<file path="src/rtl/serial_sub_pkg.sv">
// Shared types and sizing helpers for the bit-serial subtractor.
// State encoding is fixed here so the controller and any debug logic agree.
package serial_sub_pkg;

  typedef enum logic [1:0] {
    IDLE  = 2'd0,
    SHIFT = 2'd1,
    DONE  = 2'd2
  } state_e;

  // Counter must reach WIDTH-1; one spare code keeps the compare simple.
  function automatic int cnt_width(input int w);
    return $clog2(w + 1);
  endfunction

endpackage

</file>
<file path="src/rtl/full_sub_bit.sv">
// 1-bit full subtractor cell: d = x - y - z, bo = borrow out.
// Combinational, zero latency, no flow control.
module full_sub_bit (
  input  logic x,
  input  logic y,
  input  logic z,
  output logic d,
  output logic bo
);

  assign d  = x ^ y ^ z;
  assign bo = (~x & y) | (~(x ^ y) & z);

endmodule

</file>
<file path="src/rtl/serial_sub_ctrl.sv">
// Bit-serial a - b - bin over WIDTH bits, LSB first, through one shared cell.
// Latency WIDTH+1 cycles from start to done; start is ignored while busy.
module serial_sub_ctrl
  import serial_sub_pkg::*;
#(
  parameter int WIDTH = 8
) (
  input  logic             clk,
  input  logic             rst_n,
  input  logic             start,
  input  logic [WIDTH-1:0] a,
  input  logic [WIDTH-1:0] b,
  input  logic             bin,
  output logic             busy,
  output logic             done,
  output logic [WIDTH-1:0] diff,
  output logic             borrow_out
);

  localparam int CW = cnt_width(WIDTH);

  state_e           state, state_nxt;
  logic [WIDTH-1:0] sa, sb, sd;
  logic             br;
  logic [CW-1:0]    count;
  logic             cell_d, cell_bo;
  logic             load, last;

  full_sub_bit u_cell (
    .x  (sa[0]),
    .y  (sb[0]),
    .z  (br),
    .d  (cell_d),
    .bo (cell_bo)
  );

  always_ff @(posedge clk or negedge rst_n) begin
    if (!rst_n) state <= IDLE;
    else        state <= state_nxt;
  end

  // DONE accepts start just like IDLE so operations can run back to back.
  always_comb begin
    state_nxt = state;
    busy      = 1'b0;
    done      = 1'b0;
    load      = 1'b0;
    last      = 1'b0;
    case (state)
      IDLE: begin
        if (start) begin
          load      = 1'b1;
          state_nxt = SHIFT;
        end
      end
      SHIFT: begin
        busy = 1'b1;
        if (count == CW'(WIDTH - 1)) begin
          last      = 1'b1;
          state_nxt = DONE;
        end
      end
      DONE: begin
        done      = 1'b1;
        state_nxt = IDLE;
        if (start) begin
          load      = 1'b1;
          state_nxt = SHIFT;
        end
      end
      default: state_nxt = IDLE;
    endcase
  end

  always_ff @(posedge clk or negedge rst_n) begin
    if (!rst_n) begin
      sa         <= '0;
      sb         <= '0;
      sd         <= '0;
      br         <= 1'b0;
      count      <= '0;
      diff       <= '0;
      borrow_out <= 1'b0;
    end else if (load) begin
      sa    <= a;
      sb    <= b;
      br    <= bin;
      sd    <= '0;
      count <= '0;
    end else if (state == SHIFT) begin
      sa    <= sa >> 1;
      sb    <= sb >> 1;
      sd    <= {cell_d, sd[WIDTH-1:1]};
      br    <= cell_bo;
      count <= count + CW'(1);
      // Result registers only move on the final bit so they hold across later runs.
      if (last) begin
        diff       <= {cell_d, sd[WIDTH-1:1]};
        borrow_out <= cell_bo;
      end
    end
  end

endmodule

</file>
<file path="config.mk">
export PLATFORM = sky130hd
export DESIGN_NAME = serial_sub_ctrl
export DESIGN_NICKNAME = d
export VERILOG_FILES = /design/src/rtl/serial_sub_pkg.sv /design/src/rtl/full_sub_bit.sv /design/src/rtl/serial_sub_ctrl.sv
export SDC_FILE = /design/constraint.sdc
export NUM_CORES = 1
export LEC_CHECK = 0
export CAP_MARGIN = 10
export CORE_MARGIN = 2
export CORE_UTILIZATION = 54
export CTS_CLUSTER_DIAMETER = 150
export CTS_CLUSTER_SIZE = 20
export DETAILED_ROUTE_END_ITERATION = 8
export PLACE_DENSITY = 0.94
export SKIP_CTS_REPAIR_TIMING = 1
export SLEW_MARGIN = 5
export SYNTH_ARGS = -nofsm -noshare
export SYNTH_HDL_FRONTEND = slang
export SYNTH_SLANG_ARGS = --single-unit
</file>
<file path="constraint.sdc">
create_clock -name clk -period 5 [get_ports clk]
set_clock_uncertainty 0.2 [all_clocks]
set_input_delay 0.75 -clock clk [delete_from_list [all_inputs] [get_ports clk]]
set_output_delay 0.75 -clock clk [all_outputs]
set_load 0.02 [all_outputs]
</file>
==> out/metrics.cfg, run 1 <==
[synthesis]
synth.distinct_cells=24
synth-seq-area-share_pct=60.2
ys_ff_latch=39
syn_area_per_cell_um2=11.5
synth_nets=163
synth_area_mm2=0.00162
netlist_instances=141
yosys_warnings=0

[clocking]
cts_root_buf=clkbuf_4
clkLatencyLatePin_ps=350
h-tree-depth=2
clk_pin_slew_ps=120
cts_max_path_buffers=2
cts_tree=built
clock-sinks=39
cts_made_buffers=5

[sta]
setup_viol=0
finalCritPeriodShare_pct=68.4
finalCriticalPeriod_ps=3420
max_freq_ghz=0.292
slew_headroom_pct=44.8
final.setup.worst_slack_ps=1580
rsz0062_at_grt=no
worstMarginPinSlew_ps=827
finalHoldViolCount=0
slew_violations=0
setup_tns_ps=0

[cells_and_area]
nets=191
final_area_mm2=0.00199
diodes=0
fillers=213
area_delta_synth_final_pct=22.9
drive_above_1_share_pct=11.8
final_cells=201
fin_util_pct=71.0

[setup_path]
crit_type=reg2out
worstPathRequired_ps=4050
arrival_ps=2470
cp-start-kind=flip-flop
cp-end-kind=primary output
crit_path_max_fanout=28

[die]
boundaryPins=31
dieArea_mm2=0.00345
row_count=19
core_area_mm2=0.00281
start_util_pct=57.8
fp.dieW_um=58.8
die_y_um=58.8

[placement]
place_congestion=0.744
place_ws_ps=2000
dpl.hpwl_mm=2.17
place_inst=193
postPlaceCellArea_mm2=0.00191
port_buffers=30

[pwr]
power.density_mw_per_mm2=661
leakagePower_nw=0.899
peakVddDrop_mv=0.353

[drt]
drc=0
ant_nets=0
vias_per_cell=5.76
drtIter0Drc=45
wl_mm=3.15
dr.pass1.iters=4
dr_total_vias=1157
wl_per_cell_um=15.7

[job]
drv_cap=0

[global_route]
grt_usage_pct=19.8
globalRoute.totalOverflow=0
antenna_found_initial=0
grt_pass1_vias=1116
grt_pass1_wl_mm=5.05
grt_max_degree=40

[worst_hold_path]
worstHoldPathType=in2async

[outcome]
status=finished clean

synth_stat cells:
cell / n / share of area [%]
a221o_1: 2 / 1.2
a22o_1: 10 / 5.4
a22oi_1: 5 / 2.3
a31oi_1: 8 / 3.1
and2b_1: 1 / 0.46
buf_2: 3 / 0.93
buf_6: 1 / 0.69
clkbuf_1: 5 / 1.2
dfrtp_1: 39 / 60
fa_1: 1 / 1.2
ha_1: 1 / 0.77
inv_1: 3 / 0.69
inv_2: 1 / 0.23
mux2_2: 9 / 6.3
mux2i_1: 3 / 1.9
nand2_1: 25 / 5.8
nand2b_1: 2 / 0.77
nand3_1: 6 / 1.9
nand4_1: 1 / 0.39
nor2_1: 10 / 2.3
nor2b_1: 1 / 0.39
nor3_1: 1 / 0.31
nor3_4: 1 / 1.0
o21ai_0: 2 / 0.62
path summary, 6_finish.rpt:
path                            depth (start not counted)           endpoint  slack, ps                 start
worst max register to register                          4     br$_DFFE_PN0P_       2440  state[0]$_DFFE_PN0P_
max in group asynchronous                               1  sa[2]$_DFFE_PN0P_       3800                 rst_n
worst min-delay path                                    1     br$_DFFE_PN0P_        280                 rst_n
min in group clk                                        2  sa[3]$_DFFE_PN0P_        310     sa[3]$_DFFE_PN0P_
worst max-delay path                                    3               busy       1580  state[1]$_DFFE_PN0P_
worst min register to register                          2  sa[3]$_DFFE_PN0P_        310     sa[3]$_DFFE_PN0P_
area by class of cell:
type	instances	area (um2)	share of cell area (%)
Sequential cell	39	976	49.0
Multi-Input combinational cell	89	584	29.4
Timing Repair Buffer	30	295	14.8
Clock inverter	3	43.8	2.20
Tap cell	31	38.8	1.95
Clock buffer	5	37.5	1.89
Inverter	4	15.0	0.754
worst max-delay path, stage by stage (launching register included):
cell,delay (ps)
dfrtp_1,390
nand2b_1,490
inv_2,530
clkdlybuf4s50_1,700
cells in the final DEF, fill, tap and decap left out:
cell type | netlist | final
fa_1 | 1 | 1
a221o_1 | 2 | 2
mux2_2 | 9 | 9
and2b_1 | 1 | 1
nand4_1 | 1 | 1
dfrtp_1 | 39 | 39
nand2_1 | 25 | 25
mux2i_1 | 3 | 3
nor2b_1 | 1 | 1
a22o_1 | 10 | 10
nor3_4 | 1 | 1
inv_2 | 1 | 1
nor2_1 | 10 | 10
bufinv_16 | 0 | 1
clkinv_2 | 0 | 1
ha_1 | 1 | 1
nand2b_1 | 2 | 2
a31oi_1 | 8 | 8
nor3_1 | 1 | 1
clkinv_4 | 0 | 1
clkdlybuf4s50_1 | 0 | 29
a22oi_1 | 5 | 5
nand3_1 | 6 | 6
inv_1 | 3 | 3
clkbuf_4 | 0 | 5
o21ai_0 | 2 | 2
buf_2 | 3 | 1
power by group:
group / leakage, nW / switching, W / internal [W]
sequential: 0.485 / 0.0000946 / 0.000464
combinational: 0.369 / 0.000289 / 0.000256
clock: 0.0452 / 0.000107 / 0.000105
total: 0.899 / 0.000491 / 0.000825
cells by family (layout without fill, tap and decap cells):
kind of cell / Yosys count / after routing / share of synthesized area [%]
adder cells (fa/ha/maj): 2 / 2 / 2.01
buffers and inverters: 13 / 42 / 3.71
flip-flops: 39 / 39 / 60.2
AO/OA/AOI/OAI: 27 / 27 / 12.7
AND/OR/NAND/NOR: 48 / 48 / 13.3
multiplexers: 12 / 12 / 8.11
metal layers:
metal  share of wire (%)  GRT usage, %
met2                  51          30.8
met1                  42          26.5
met5                   0             0
met4                 1.6          10.4
met3                 5.0          3.74
flip-flops by register name, indices dropped and copies added, names as in the netlist:
register,flops
borrow_out,1
br,1
count,4
diff,8
sa,8
sb,8
sd,7
state,2
metrics by stage:
step | total power, W | hold WS [ps]
final | 0.00132 | 282
after global routing | 0.00140 | 337
after CTS | 0.00132 | 296
after detailed placement | 0.00111 | 289
after global placement | 0.00107 | 280
after floorplan | 0.000932 | 254
Power figures use the tool's default switching activity.
==> run 2, diff against run 1 <==
--- a/config.mk
+++ b/config.mk
@@ -7,11 +7,11 @@
 export LEC_CHECK = 0
 export CAP_MARGIN = 10
 export CORE_MARGIN = 2
-export CORE_UTILIZATION = 54
+export CORE_UTILIZATION = 45
 export CTS_CLUSTER_DIAMETER = 150
 export CTS_CLUSTER_SIZE = 20
 export DETAILED_ROUTE_END_ITERATION = 8
-export PLACE_DENSITY = 0.94
+export PLACE_DENSITY = 0.84
 export SKIP_CTS_REPAIR_TIMING = 1
 export SLEW_MARGIN = 5
 export SYNTH_ARGS = -nofsm -noshare
==> constraint.sdc (replaced) <==
create_clock -name clk -period 2.9 [get_ports clk]
set_clock_uncertainty 0.2 [all_clocks]
set_input_delay 0.435 -clock clk [delete_from_list [all_inputs] [get_ports clk]]
set_output_delay 0.435 -clock clk [all_outputs]
set_load 0.02 [all_outputs]
==> run 2 against run 1 <==
Combinational power increased by 77%. Clock power increased by 14%. The flow now finishes with violations (hold timing). First-iteration DRC count increased to 2.8 times the previous value. Die area increased by 19%. Critical endpoint unchanged. Worst hold slack got worse by 290 ps. Non-clock buffer count increased by 2. Via count increased by 2.2%. Sequential share of layout area increased by 0.15 points. Utilization decreased by 12 points. Critical path type unchanged. Worst setup slack got worse by 1100 ps. Highest routed layer unchanged. Total power increased by 65%. Largest cell class unchanged. Count of clock-buffer cells in the layout increased by 1.
==> out/metrics.cfg, run 2 (same netlist as run 1, synthesis figures left out) <==
[cells_and_area]
area_delta_synth_final_pct=22.5
final_common_cell=dfrtp_1
nets=193
fin_util_pct=58.5
diodes=0
final_area_mm2=0.00198
drive_above_1_share_pct=11.2
final_cell_mix=39 x dfrtp_1, 29 x clkdlybuf4s50_1, 25 x nand2_1
reg_top3=diff (8), sa (8), sb (8)

[die]
start_util_pct=47.8
die_y_um=64.0
fp.dieW_um=64.0
row_count=21
boundaryPins=31
core_area_mm2=0.00339
dieArea_mm2=0.00410

[drt]
dr_wl_met2_mm=1.46
met1Wirelength_mm=1.53
routed.top_layer=met4
wl_mm=3.22
vias_per_cell=5.47
dr_total_vias=1182
drtIter0Drc=126
met3_wirelength_um=205
drc=0
wl_per_cell_um=14.9
dr.pass1.iters=4
ant_nets=0

[setup_path]
cp-start-kind=flip-flop
cp-end-kind=primary output
crit_path_max_incr_delay_ps=600
crit_slowest_cell=clkdlybuf4s50_1
crit_path_max_fanout=7
path_buf_inv=2
crit_type=reg2out
worstPathRequired_ps=2270
crit_chain=nand2b_1, inv_2, clkdlybuf4s50_1
arrival_ps=1740
cp_top_family=buffers and inverters

[worst_hold_path]
worstHoldPathType=in2async

[outcome]
failed_checks=hold timing
status=finished, violations left

[sta]
slew_violations=0
setup_tns_ps=0
finalCriticalPeriod_ps=2370
finalCritPeriodShare_pct=81.8
worstMarginPinSlew_ps=844
slew_headroom_pct=43.7
max_freq_ghz=0.422
rsz0062_at_grt=no
setup_viol=0
finalHoldViolCount=16
hold_ws_ps=-8.89

[clocking]
clk_pin_slew_ps=100
cts_tree=built
cts_max_path_buffers=2
cts_root_buf=clkbuf_4
h-tree-depth=2
clkLatencyLatePin_ps=330
clock-sinks=39
cts_made_buffers=5

[global_route]
grt_usage_pct=17.5
grt_pass1_vias=1155
grt_max_degree=40
globalRoute.totalOverflow=0
grt_pass1_wl_mm=5.55
antenna_found_initial=0

[pwr]
leakagePower_nw=0.888
power.density_mw_per_mm2=1090
peakVddDrop_mv=0.530
totalPowerFinal_w=0.00217

[placement]
dpl.hpwl_mm=2.17
place_congestion=0.799
port_buffers=30
postPlaceCellArea_mm2=0.00194

[job]
drv_cap=0

## run 2: power by group
part	leakage, nW	total [W]	switching (W)	internal [W]
Sequential	0.485	0.000963	0.000162	0.000801
Combinational	0.379	0.000964	0.000504	0.000460
Clock	0.0242	0.000241	0.000155	0.0000862
Total	0.888	0.00217	0.000821	0.00135
## run 2: final timing paths
| check | start | to | slack [ps] | cells after the start |
|---|---|---|---|---|
| worst max-delay path | state[1]$_DFFE_PN0P_ | busy | 530 | 3 |
| worst min-delay path | rst_n | sb[4]$_DFFE_PN0P_ | -9 | 1 |
| worst max register to register | state[0]$_DFFE_PN0P_ | br$_DFFE_PN0P_ | 720 | 5 |
| worst min register to register | sd[1]$_DFFE_PN0P_ | sd[1]$_DFFE_PN0P_ | 300 | 1 |
| max in group asynchronous | rst_n | diff[7]$_DFFE_PN0P_ | 1980 | 1 |
| min in group clk | sd[1]$_DFFE_PN0P_ | sd[1]$_DFFE_PN0P_ | 300 | 1 |
## run 2: through the flow
stage | instances | setup WS (ps)
6_report | 216 | 528
3_3_place_gp | 210 | 673
4_1_cts | 216 | 508
2_1_floorplan | 141 | 1230
3_5_place_dp | 210 | 534
5_1_grt | 216 | 432
## run 2: metal layers
metal | global-route usage [%] | up-vias
li1 | - | 554
met1 | 24.4 | 580
met2 | 26.3 | 46
met3 | 6.16 | 2
met4 | 4.08 | 0
met5 | 0 | -
## run 2: final cells by class
cell class	instances	area, um2
Clock buffer	6	41.3
Fill cell	296	1410
Inverter	4	15.0
Multi-Input combinational cell	89	584
Sequential cell	39	976
Tap cell	46	57.6
Timing Repair Buffer	32	310
==> run 3, diff against run 2 <==
--- a/config.mk
+++ b/config.mk
@@ -7,11 +7,11 @@
 export LEC_CHECK = 0
 export CAP_MARGIN = 10
 export CORE_MARGIN = 2
-export CORE_UTILIZATION = 45
+export CORE_UTILIZATION = 50
 export CTS_CLUSTER_DIAMETER = 150
 export CTS_CLUSTER_SIZE = 20
 export DETAILED_ROUTE_END_ITERATION = 8
-export PLACE_DENSITY = 0.84
+export PLACE_DENSITY = 0.88
 export SKIP_CTS_REPAIR_TIMING = 1
 export SLEW_MARGIN = 5
 export SYNTH_ARGS = -nofsm -noshare
==> constraint.sdc (replaced) <==
create_clock -name clk -period 2.2 [get_ports clk]
set_clock_uncertainty 0.2 [all_clocks]
set_input_delay 0.33 -clock clk [delete_from_list [all_inputs] [get_ports clk]]
set_output_delay 0.33 -clock clk [all_outputs]
set_load 0.02 [all_outputs]
==> run 3 against run 2 <==
Critical path depth shrank 1. Die area is 9.4% lower. Via count rose by 3.0%. Combinational power increased by 37%. The run now ends clean. Clock power is 51% higher. Non-clock buffer count grew 5. Sequential power increased by 33%. Final area is 2.9% higher. Critical path type unchanged. Global-route usage increased by 1.8 points. Critical endpoint is now done. Count of clock-buffer cells in the layout unchanged.
==> out/metrics.cfg, run 3 (same netlist as run 1, synthesis figures left out) <==
[outcome]
status=finished clean

[global_route]
grt_usage_pct=19.3
globalRoute.totalOverflow=0
grt_pass1_wl_mm=5.13
grt_max_degree=32
grt_pass1_vias=1103
antenna_found_initial=0

[clocking]
clock-sinks=39
cts_made_buffers=5
cts_root_buf=clkbuf_4
h-tree-depth=2
clk_pin_slew_ps=110
cts_max_path_buffers=2
cts_tree=built
clkLatencyLatePin_ps=330

[sta]
finalCritPeriodShare_pct=90.7
rsz0062_at_grt=no
max_freq_ghz=0.501
worstMarginPinSlew_ps=741
finalCriticalPeriod_ps=1990
slew_headroom_pct=50.4
setup_tns_ps=0
setup_viol=0
hold_ws_ps=178
finalHoldViolCount=0
slew_violations=0

[drt]
wl_per_cell_um=15.1
ant_nets=0
vias_per_cell=5.54
drc=0
dr.pass1.iters=4
dr_total_vias=1218
wl_mm=3.32
drtIter0Drc=44

[pwr]
peakVddDrop_mv=0.548
power.density_mw_per_mm2=1450
totalPowerFinal_w=0.00296
leakagePower_nw=0.928

[cells_and_area]
final_cell_mix=39 x dfrtp_1, 29 x clkdlybuf4s50_1, 25 x nand2_1
area_delta_synth_final_pct=26.0
reg_top3=diff (8), sa (8), sb (8)
nets=198
diodes=0
drive_above_1_share_pct=14.2
regArea_um2=976
final_common_cell=dfrtp_1
multi_input_area_um2=584
fillers=248

[setup_path]
cp-start-kind=flip-flop
worstPathRequired_ps=1670
r2r.worst_path.cells=5
rrSetupSlack_ps=240
reg2reg_from=state[0]$_DFFE_PN0P_
arrival_ps=1460
crit_chain=nor2b_1, clkdlybuf4s50_1
crit_path_max_fanout=4
r2r_end=br$_DFFE_PN0P_
crit_type=reg2out
crit_path_max_incr_delay_ps=610
crit_slowest_cell=clkdlybuf4s50_1
cp-end-kind=primary output

[die]
start_util_pct=52.6
row_count=20
boundaryPins=31
die_y_um=60.9
core_area_mm2=0.00308
fp.dieW_um=60.9
dieArea_mm2=0.00371

[placement]
dpl.hpwl_mm=2.36
place_congestion=0.775
port_buffers=30

[job]
drv_cap=0

[worst_hold_path]
worstHoldPathType=in2async

-- run 3: metal layers --
metal | GRT usage [%] | part of all wire, %
met1 | 27.0 | 44
met2 | 30.0 | 51
met3 | 3.20 | 3.0
met4 | 8.70 | 1.4
met5 | 0 | 0
-- run 3: area by class of cell --
class / instances / area share [%]
tap: 44 / 2.70
multi-input combinational: 89 / 28.6
clock buffer: 6 / 2.51
inverter: 4 / 0.735
timing repair buffer: 37 / 17.4
clock inverter: 1 / 0.245
sequential: 39 / 47.8
-- run 3: per-stage QoR --
step                      cells  utilization (%)  setup WS (ps)  cell area (um2)
after detailed placement    213             64.4            190             1980
final                       220             66.3            206             2040
after floorplan             141                -            534             1620
after global routing        220             66.3            128             2040
after global placement      213             64.4            250             1980
after CTS                   220             66.3           1.76             2040
-- run 3: worst max-delay path, delay by kind of cell, from the launching register on --
kind	cells	cell delay, ps
flip-flops	1	420
AND/OR/NAND/NOR	1	110
buffers and inverters	1	610
-- run 3: worst max-delay path by stage --
stage | start | end | slack [ps] | depth (start not counted)
floorplan | state[1]$_DFFE_PN0P_ | diff[0]$_DFFE_PN0P_ | 530 | 4
global placement | start | br$_DFFE_PN0P_ | 250 | 4
detailed placement | start | br$_DFFE_PN0P_ | 190 | 4
CTS | state[1]$_DFFE_PN0P_ | busy | 2 | 3
global route | state[0]$_DFFE_PN0P_ | sd[5]$_DFFE_PN0P_ | 130 | 5
finish | state[0]$_DFFE_PN0P_ | done | 210 | 2
-- run 3: power by group --
group	leakage [nW]	switching, W	internal, W
Sequential	0.485	0.000220	0.00106
Combinational	0.409	0.000685	0.000635
Clock	0.0341	0.000215	0.000148
Total	0.928	0.00112	0.00184
